<file path="src/rtl/vga_timing_pkg.sv">
// ---------------------------------------------------------------------------
// vga_timing_pkg
// Shared display-geometry constants for the video pipeline. The raster
// generator (vga_timing) and the sprite renderer (draw_sprite) both read
// RES_H/RES_V from here, so visible-area decisions agree everywhere.
// Also provides the helpers used to derive totals and counter widths.
// ---------------------------------------------------------------------------
package vga_timing_pkg;

    // System clocks per pixel (100 MHz system clock -> 25 MHz pixel rate).
    localparam int unsigned CLK_DIV = 32'd4;

    // Horizontal geometry, in pixels.
    localparam int unsigned RES_H  = 32'd640;
    localparam int unsigned H_FP   = 32'd16;
    localparam int unsigned H_SYNC = 32'd96;
    localparam int unsigned H_BP   = 32'd48;

    // Vertical geometry, in lines.
    localparam int unsigned RES_V  = 32'd480;
    localparam int unsigned V_FP   = 32'd10;
    localparam int unsigned V_SYNC = 32'd2;
    localparam int unsigned V_BP   = 32'd33;

    // Full period of one axis including blanking.
    function automatic int unsigned calc_total(input int unsigned active,
                                               input int unsigned fp,
                                               input int unsigned sync,
                                               input int unsigned bp);
        return active + fp + sync + bp;
    endfunction

    // Bits needed to count 0..total-1; never narrower than one bit.
    function automatic int unsigned cnt_width(input int unsigned total);
        return (total > 32'd1) ? $clog2(total) : 32'd1;
    endfunction

    localparam int unsigned H_TOTAL = calc_total(RES_H, H_FP, H_SYNC, H_BP);
    localparam int unsigned V_TOTAL = calc_total(RES_V, V_FP, V_SYNC, V_BP);

endpackage

</file>
<file path="src/rtl/vga_timing_pix_clk_div.sv">
// ---------------------------------------------------------------------------
// pix_clk_div
// Divides the system clock down to the pixel rate.
//   clk_i       system clock
//   rst_ni      asynchronous active-low reset
//   pix_tick_o  registered one-clk pulse, first clk of every pixel period
//   wrap_o      high in the clk whose closing edge starts a new pixel; the
//               raster counters advance on that same edge so they change
//               together with pix_tick_o
// ---------------------------------------------------------------------------
module pix_clk_div #(
    parameter int unsigned CLK_DIV = vga_timing_pkg::CLK_DIV
) (
    input  logic clk_i,
    input  logic rst_ni,
    output logic pix_tick_o,
    output logic wrap_o
);
    import vga_timing_pkg::*;

    localparam int unsigned DIV_W = cnt_width(CLK_DIV);
    localparam logic [DIV_W-1:0] DIV_LAST = DIV_W'(CLK_DIV - 32'd1);
    localparam logic [DIV_W-1:0] DIV_ONE  = DIV_W'(32'd1);
    localparam logic [DIV_W-1:0] DIV_ZERO = DIV_W'(32'd0);

    logic [DIV_W-1:0] div_q;
    logic [DIV_W-1:0] div_d;
    logic             tick_q;

    // With CLK_DIV = 1 the divider sits at 0 == DIV_LAST, so wrap is constant.
    assign wrap_o     = (div_q == DIV_LAST);
    assign pix_tick_o = tick_q;

    // Next divider phase: count up, return to zero after the last phase.
    always_comb begin
        div_d = div_q;
        if (wrap_o) begin
            div_d = DIV_ZERO;
        end else begin
            div_d = div_q + DIV_ONE;
        end
    end

    // Divider phase and registered tick.
    always_ff @(posedge clk_i or negedge rst_ni) begin
        if (!rst_ni) begin
            div_q  <= DIV_ZERO;
            tick_q <= 1'b0;
        end else begin
            div_q  <= div_d;
            tick_q <= wrap_o;
        end
    end

endmodule

</file>
<file path="src/rtl/vga_timing.sv">
// ---------------------------------------------------------------------------
// vga_timing
// Raster timing generator: pixel/line counters, sync and blanking decodes.
//   clk_i          system clock, all state changes on the rising edge
//   rst_ni         asynchronous active-low reset
//   pix_tick_o     one-clk pulse at the start of every pixel period
//   pixel_x_o      current column 0..H_TOTAL-1 (blanking included)
//   pixel_y_o      current line   0..V_TOTAL-1 (blanking included)
//   hsync_o        horizontal sync, active low
//   vsync_o        vertical sync, active low
//   video_en_o     high while inside the visible RES_H x RES_V window
//   frame_start_o  one-clk pulse on entry to (0,0)
//   line_start_o   one-clk pulse on entry to any column 0
// All outputs come straight from flops. Sync/enable/pulse registers are
// loaded from the *next* counter values so they change in the same clk as
// the coordinates they describe.
// ---------------------------------------------------------------------------
module vga_timing #(
    parameter int unsigned CLK_DIV = vga_timing_pkg::CLK_DIV,
    parameter int unsigned RES_H   = vga_timing_pkg::RES_H,
    parameter int unsigned H_FP    = vga_timing_pkg::H_FP,
    parameter int unsigned H_SYNC  = vga_timing_pkg::H_SYNC,
    parameter int unsigned H_BP    = vga_timing_pkg::H_BP,
    parameter int unsigned RES_V   = vga_timing_pkg::RES_V,
    parameter int unsigned V_FP    = vga_timing_pkg::V_FP,
    parameter int unsigned V_SYNC  = vga_timing_pkg::V_SYNC,
    parameter int unsigned V_BP    = vga_timing_pkg::V_BP,
    localparam int unsigned H_TOTAL = vga_timing_pkg::calc_total(RES_H, H_FP, H_SYNC, H_BP),
    localparam int unsigned V_TOTAL = vga_timing_pkg::calc_total(RES_V, V_FP, V_SYNC, V_BP),
    localparam int unsigned X_W     = vga_timing_pkg::cnt_width(H_TOTAL),
    localparam int unsigned Y_W     = vga_timing_pkg::cnt_width(V_TOTAL)
) (
    input  logic           clk_i,
    input  logic           rst_ni,
    output logic           pix_tick_o,
    output logic [X_W-1:0] pixel_x_o,
    output logic [Y_W-1:0] pixel_y_o,
    output logic           hsync_o,
    output logic           vsync_o,
    output logic           video_en_o,
    output logic           frame_start_o,
    output logic           line_start_o
);
    import vga_timing_pkg::*;

    localparam logic [X_W-1:0] H_LAST   = X_W'(H_TOTAL - 32'd1);
    localparam logic [X_W-1:0] H_ACT    = X_W'(RES_H);
    localparam logic [X_W-1:0] HS_START = X_W'(RES_H + H_FP);
    localparam logic [X_W-1:0] HS_STOP  = X_W'(RES_H + H_FP + H_SYNC);
    localparam logic [X_W-1:0] X_ONE    = X_W'(32'd1);
    localparam logic [X_W-1:0] X_ZERO   = X_W'(32'd0);

    localparam logic [Y_W-1:0] V_LAST   = Y_W'(V_TOTAL - 32'd1);
    localparam logic [Y_W-1:0] V_ACT    = Y_W'(RES_V);
    localparam logic [Y_W-1:0] VS_START = Y_W'(RES_V + V_FP);
    localparam logic [Y_W-1:0] VS_STOP  = Y_W'(RES_V + V_FP + V_SYNC);
    localparam logic [Y_W-1:0] Y_ONE    = Y_W'(32'd1);
    localparam logic [Y_W-1:0] Y_ZERO   = Y_W'(32'd0);

    logic           adv_s;
    logic [X_W-1:0] h_q;
    logic [X_W-1:0] h_d;
    logic [Y_W-1:0] v_q;
    logic [Y_W-1:0] v_d;
    logic           line_wrap_s;
    logic           frame_wrap_s;
    logic           hsync_d;
    logic           vsync_d;
    logic           video_en_d;
    logic           hsync_q;
    logic           vsync_q;
    logic           video_en_q;
    logic           line_start_q;
    logic           frame_start_q;

    pix_clk_div #(
        .CLK_DIV (CLK_DIV)
    ) u_pix_clk_div (
        .clk_i      (clk_i),
        .rst_ni     (rst_ni),
        .pix_tick_o (pix_tick_o),
        .wrap_o     (adv_s)
    );

    // Next raster position; counters hold between pixel ticks.
    always_comb begin
        h_d          = h_q;
        v_d          = v_q;
        line_wrap_s  = 1'b0;
        frame_wrap_s = 1'b0;
        if (adv_s) begin
            if (h_q == H_LAST) begin
                h_d         = X_ZERO;
                line_wrap_s = 1'b1;
                if (v_q == V_LAST) begin
                    v_d          = Y_ZERO;
                    frame_wrap_s = 1'b1;
                end else begin
                    v_d = v_q + Y_ONE;
                end
            end else begin
                h_d = h_q + X_ONE;
            end
        end else begin
            h_d = h_q;
            v_d = v_q;
        end
    end

    // Decode sync and visible window from the position about to be loaded.
    always_comb begin
        hsync_d    = ~((h_d >= HS_START) && (h_d < HS_STOP));
        vsync_d    = ~((v_d >= VS_START) && (v_d < VS_STOP));
        video_en_d = (h_d < H_ACT) && (v_d < V_ACT);
    end

    // Raster state and registered outputs. Reset represents pixel (0,0),
    // which is visible, hence video_en resets high.
    always_ff @(posedge clk_i or negedge rst_ni) begin
        if (!rst_ni) begin
            h_q           <= X_ZERO;
            v_q           <= Y_ZERO;
            hsync_q       <= 1'b1;
            vsync_q       <= 1'b1;
            video_en_q    <= 1'b1;
            line_start_q  <= 1'b0;
            frame_start_q <= 1'b0;
        end else begin
            h_q           <= h_d;
            v_q           <= v_d;
            hsync_q       <= hsync_d;
            vsync_q       <= vsync_d;
            video_en_q    <= video_en_d;
            line_start_q  <= line_wrap_s;
            frame_start_q <= frame_wrap_s;
        end
    end

    assign pixel_x_o     = h_q;
    assign pixel_y_o     = v_q;
    assign hsync_o       = hsync_q;
    assign vsync_o       = vsync_q;
    assign video_en_o    = video_en_q;
    assign line_start_o  = line_start_q;
    assign frame_start_o = frame_start_q;

endmodule

</file>
<file path="config.mk">
export PLATFORM = sky130hd
export DESIGN_NAME = vga_timing
export DESIGN_NICKNAME = d
export VERILOG_FILES = /design/src/rtl/vga_timing_pkg.sv /design/src/rtl/vga_timing_pix_clk_div.sv /design/src/rtl/vga_timing.sv
export SDC_FILE = /design/constraint.sdc
export NUM_CORES = 1
export LEC_CHECK = 0
export ABC_AREA = 1
export BUFFER_PORTS_ARGS = -buffer_cell sky130_fd_sc_hd__buf_2
export CORE_MARGIN = 2
export CORE_UTILIZATION = 43
export DETAILED_ROUTE_END_ITERATION = 7
export PLACE_DENSITY_LB_ADDON = 0.12
export SETUP_SLACK_MARGIN = 0.05
export SLEW_MARGIN = 25
export SYNTH_ARGS = -nofsm -noshare
export SYNTH_HDL_FRONTEND = slang
export SYNTH_HIERARCHICAL = 1
export SYNTH_SLANG_ARGS = --single-unit
</file>
<file path="constraint.sdc">
create_clock -name clk_i -period 1.7 [get_ports clk_i]
set_input_delay 0.34 -clock clk_i [delete_from_list [all_inputs] [get_ports clk_i]]
set_output_delay 0.34 -clock clk_i [all_outputs]
set_load 0.01 [all_outputs]
</file>
* Word level (Yosys, flattened, before mapping) *
Cells that the tools add are included.

word-level totals
  flip-flop bits (word level) = 28
  input port bits = 2
  word-level logic and storage cells = 37

cells by class
  $add $sub $neg = 3
  order comparisons = 6
  equality and inequality tests = 3
  muxes and demuxes = 11
  bitwise gates (word level) = 2
  reductions and logical operators = 3

operators with widths
  operator                                                     number
  two-way mux 10 bit                                           5
  adder 10 x 1 -> 10 bit, second input constant                2
  equality test 10 bit, second input constant                  2
  less-than comparator 10 bit, second input constant           2
  less-than comparator 10 x 9 -> 1 bit, second input constant  2
  >= comparator 10 bit, second input constant                  1
  >= comparator 10 x 9 -> 1 bit, second input constant         1
  two-way mux 1 bit                                            5
  logical AND 1 bit                                            3
  adder 2 x 1 -> 2 bit, second input constant                  1
  equality test 2 bit, second input constant                   1
  two-way mux 2 bit                                            1
  inverter 1 bit                                               2

* Depth between registers and ports, before layout *
  depth after elaboration = 7
  gate-level depth with buffers = 13

* Cells and area by module *
The synthesis kept the hierarchy.

modules (own cells, without submodules)
  module       times used  cells an instance  area an instance (sq um)
  vga_timing   1           217                1615.3
  pix_clk_div  1           5                  91.3

* Worst setup path before layout *
OpenSTA, ideal clock, no wires.

  path type = register to register
  start point = register h_q[0] (netlist: pixel_x_o[0])
  end point = register vsync_q (netlist: vsync_o)
  setup time = 77 ps
  arrival = 1533 ps
  data required time = 1623 ps
  setup slack = 90 ps
  cell stages (with the launch flop) = 11
  buffers on the path = 0
  clock period less this slack = 1610 ps
  path through = dfrtp_1 -> ha_1 -> nand2_1 -> nor2_1 -> nand4_4 -> inv_2 -> nand3_1 -> nand3_1 -> nand3_1 -> nor2_1 -> nand2_1

between the ends
  cells in the longest elaborated chain, start to end = 6
  elaborated cells on any way between the ends = 7

ends and longest elaborated chain
  what                                                                                          line               text
  start: declaration                                                                            vga_timing.sv:61   logic [X_W-1:0] h_q;
  start signal: assignment                                                                      vga_timing.sv:121  h_q <= X_ZERO;
  start signal: assignment                                                                      vga_timing.sv:129  h_q <= h_d;
  equality test 10 bit (*)                                                                      vga_timing.sv:92   if (h_q == H_LAST) begin
  two-way mux 10 bit (*)                                                                        vga_timing.sv:92
  two-way mux 10 bit (*)                                                                        vga_timing.sv:91   if (adv_s) begin
  >= comparator 10 x 9 -> 1 bit / less-than comparator 10 x 9 -> 1 bit (equally long branches)  vga_timing.sv:113  vsync_d = ~((v_d >= VS_START) && (v_d < VS_STOP));
  logical AND 1 bit (*)                                                                         vga_timing.sv:113
  inverter 1 bit (*)                                                                            vga_timing.sv:113
  named net vsync_d                                                                             vga_timing.sv:68   logic vsync_d;
  end signal: assignment                                                                        vga_timing.sv:132  vsync_q <= vsync_d;
  end: declaration                                                                              vga_timing.sv:71   logic vsync_q;

The timed path passes the listed nets; every way through them passes the cells marked *.

* Worst setup path after layout *
  start point = register h_q[5] (netlist: pixel_x_o[5])
  end point = register vsync_q (netlist: vsync_o)

between the ends
  cells in the longest elaborated chain, start to end = 6
  elaborated cells on any way between the ends = 7

ends and longest elaborated chain
  what                                                                                          line               text
  equality test 10 bit (*)                                                                      vga_timing.sv:92
  two-way mux 10 bit (*)                                                                        vga_timing.sv:92
  two-way mux 10 bit (*)                                                                        vga_timing.sv:91
  named net v_d[7]                                                                              vga_timing.sv:64   logic [Y_W-1:0] v_d;
  >= comparator 10 x 9 -> 1 bit / less-than comparator 10 x 9 -> 1 bit (equally long branches)  vga_timing.sv:113
  logical AND 1 bit (*)                                                                         vga_timing.sv:113
  inverter 1 bit (*)                                                                            vga_timing.sv:113
  named net vsync_d                                                                             vga_timing.sv:68

Marked as above.

==> flow_metrics.tcl <==
set metrics [dict create \
    outcome "completed" \
    leakagePower_uw 0.00129 \
    path_class "flop to flop" \
    cp-start-kind "flop" \
    grt_max_degree 29 \
    finalClockSkew_ns 0.00917 \
    timing.final.ws_setup_ns 0.0919 \
    netSwitchingFraction_pct 19.2 \
    cts_buffers 3 \
    p_int_uw 982 \
    hold_violations 0 \
    gp_congestion 0.872 \
    power.density_nw_per_um2 532 \
    routed_wl_mm 4.30 \
    r2r_setup_slack_ns 0.09 \
    start_util_pct 45.6 \
    layout.nets 287 \
    firstDrtPassIters 4 \
    worst_ep_arrival_time_ns 1.83 \
    p_comb_share_pct 1.1 \
    synth-main-ff-cell "dfrtp_1" \
    p_sw_uw 234 \
    routed_via_density 4.88 \
    required_ns 1.92 \
    relSlewSlack_pct 58.5 \
    async_flop_share_pct 100 \
    power_frac_seq_pct 54.8 \
    cts.sinks 28 \
    min_period_ns 1.61 \
    reg2reg_from "pixel_x_o[5]" \
    cts_max_level 1 \
    dieWidth_um 67 \
    drc 0 \
    fin_crit_sh_pct 94.6 \
    ir_drop_uv 268 \
    setup-violations-final 0 \
    synth_nets 228 \
    area_growth_pct 33.9 \
    critPathLaunch "pixel_x_o[5]" \
    grt_util_all_layers_pct 19.9 \
    syn_avg_cell_area_um2 7.69 \
    antenna_left 0 \
    io_pins 28 \
    grt_pass1_vias 1443 \
    ff2ff_path_depth 11 \
    dp_hpwl_mm 3.17 \
    slew_viol_final 0 \
    postCtsHoldBufs 0 \
    die_h_um 67 \
    synth_cell_types 30 \
    grt_pass1_wl_mm 6.59 \
    drt_iter0_markers 75 \
    worstMarginPinSlew_ns 0.622 \
    yosysSeqAreaShare_pct 41.3 \
    diodes 0 \
    grt_overflow 0 \
    cts_buffer_depth 2 \
    maxCapViolCount 0 \
    rows 22 \
    holdWs_ns 0.0646 \
    tritoncts "yes" \
    antenna_found_initial 0 \
    hold_class "input port to async pin" \
    yosysTopAreaCell "dfrtp_1" \
    synth_top_cell_area_share_pct 36.7 \
    cp_max_fo 5 \
    die_area_um2 4490 \
    synth_edf_count 0 \
    ys_ff_latch 28 \
    clkPwrFrac_pct 44.1 \
    critPathCaptureType "flop" \
    fillers 355 \
    drive_above_1_share_pct 38.2 \
    avgRoutedWirePerCell_um 13.1 \
    syn-cell-area_um2 1710 \
    clk_root_buffer_cell "clkbuf_8" \
    core_um2 3740 \
    max_freq_mhz 622 \
    ys_warn_count 6 \
    place_ws_ns -0.0481 \
    worst_r2r_endpoint "vsync_o" \
    crit_end "vsync_o" \
    synth_cells 222 \
    port_buffers 27 \
    path_clk_slew_ns 0.11 \
    vias 1602 \
    clock_latency_ns 0.28 \
    rsz0062_at_grt "true" \
    synthTopCellsByArea "dfrtp_1, nand2_1, inv_1" \
]
[cell usage in the layout (no fill, tap or decap), drive strengths merged]
cell,count
dfstp,3
nor2,28
a31oi,1
clkbuf,3
nand3,21
o21bai,1
nand2,64
a21boi,1
ha,4
buf,55
o21a,1
a21oi,1
nor3,6
xor2,5
nand4,12
inv,43
nand3b,1
bufinv,1
o21ai,4
dfrtp,25
[worst min path at each step]
stage	start	end	slack [ns]	depth (start not counted)
4_1_cts	rst_ni	pixel_y_o[3]	0.09	1
6_report	rst_ni	pixel_y_o[3]	0.06	1
5_1_grt	rst_ni	u_pix_clk_div/div_q[1]	0.11	1
3_3_place_gp	rst_ni	u_pix_clk_div/div_q[0]	0.40	1
3_5_place_dp	rst_ni	u_pix_clk_div/div_q[0]	0.40	1
2_1_floorplan	rst_ni	frame_start_o	0.04	0
[per-layer routing]
layer | GRT usage, % | vias to the layer above | part of all wire, %
met1 | 27.3 | 747 | 46
met5 | 0 | - | 0
met2 | 32.3 | 42 | 48
met3 | 2.70 | 6 | 4.3
met4 | 5.87 | 0 | 1.4
li1 | - | 807 | -
[cells by family after synthesis]
| group | after synthesis | synth area share [%] |
|---|---|---|
| AOI/OAI and AO/OA | 9 | 3.15 |
| buffers and inverters | 45 | 10.3 |
| DFF | 28 | 41.3 |
| and+or+nand+nor | 131 | 39.7 |
| adders and majority gates | 4 | 2.93 |
| xor gates and xnor gates | 5 | 2.57 |
[repair_timing]
action / CTS / global route
endpoints found under the hold margin: 0 / 0
resized for setup: 7 / 24
buffers inserted: 5 / 5
setup endpoints to repair: 3 / 4
gates cloned: 1 / 0
pin swaps: 3 / 16
[power groups by stage]
stage                     sequential [µW]  combinational [µW]  clock, µW
after CTS                             666                14.5        549
after global placement                679                14.5          0
after detailed placement              679                14.6          0
after global routing                  666                16.5        582
after floorplan                       679            0.000625          0
final                                 666                13.2        537
[cells in the mapped netlist (2+ instances only)]
master   count
inv_1       36
inv_2        6
nand2_1     60
nor2_4       3
nand4_1     11
ha_1         4
nand3_1     20
dfstp_2      3
nor2_1      22
nor3_1       4
xor2_1       5
nor2_8       2
nand2_2      3
dfrtp_1     25
o21ai_0      3
[area by class of cell]
cell class	instances	area [µm²]	share of cell area [%]
Clock inverter	1	30.0	1.31
Inverter	43	166	7.28
Timing Repair Buffer	55	349	15.3
Sequential cell	28	706	30.9
Multi-Input combinational cell	150	932	40.8
Clock buffer	3	41.3	1.81
Tap cell	48	60.1	2.63
[critical path, cell delays in order, from the launching register on]
cell	delay (ns)
dfrtp_2	0.46
nor2_1	0.21
nand3_4	0.15
nor2_8	0.13
buf_4	0.12
nand3_1	0.06
nand2_1	0.06
nand2_1	0.06
inv_2	0.09
nand3b_4	0.08
nor2_4	0.08
nand2_1	0.06
[flip-flops by register name (all words and copies together) (netlist names)]
| name | cells |
|---|---|
| pixel_x_o | 10 |
| pixel_y_o | 10 |
| u_pix_clk_div/div_q | 2 |
| frame_start_o | 1 |
| hsync_o | 1 |
| line_start_o | 1 |
| u_pix_clk_div/pix_tick_o | 1 |
| video_en_o | 1 |
| vsync_o | 1 |
[metrics by stage]
| stage | instance area, µm² | utilization, % | TNS (ns) | total power, µW | instances |
|---|---|---|---|---|---|
| global route | 2280 | 61.0 | -0.133 | 1260 | 328 |
| CTS | 2160 | 57.8 | 0 | 1230 | 323 |
| global placement | 2020 | 54.1 | -0.0687 | 693 | 313 |
| finish | 2280 | 61.0 | 0 | 1220 | 328 |
| floorplan | 1710 | - | 0 | 679 | 222 |
| detailed placement | 2020 | 54.1 | -0.0654 | 693 | 313 |
Power figures use the tool's default switching activity.
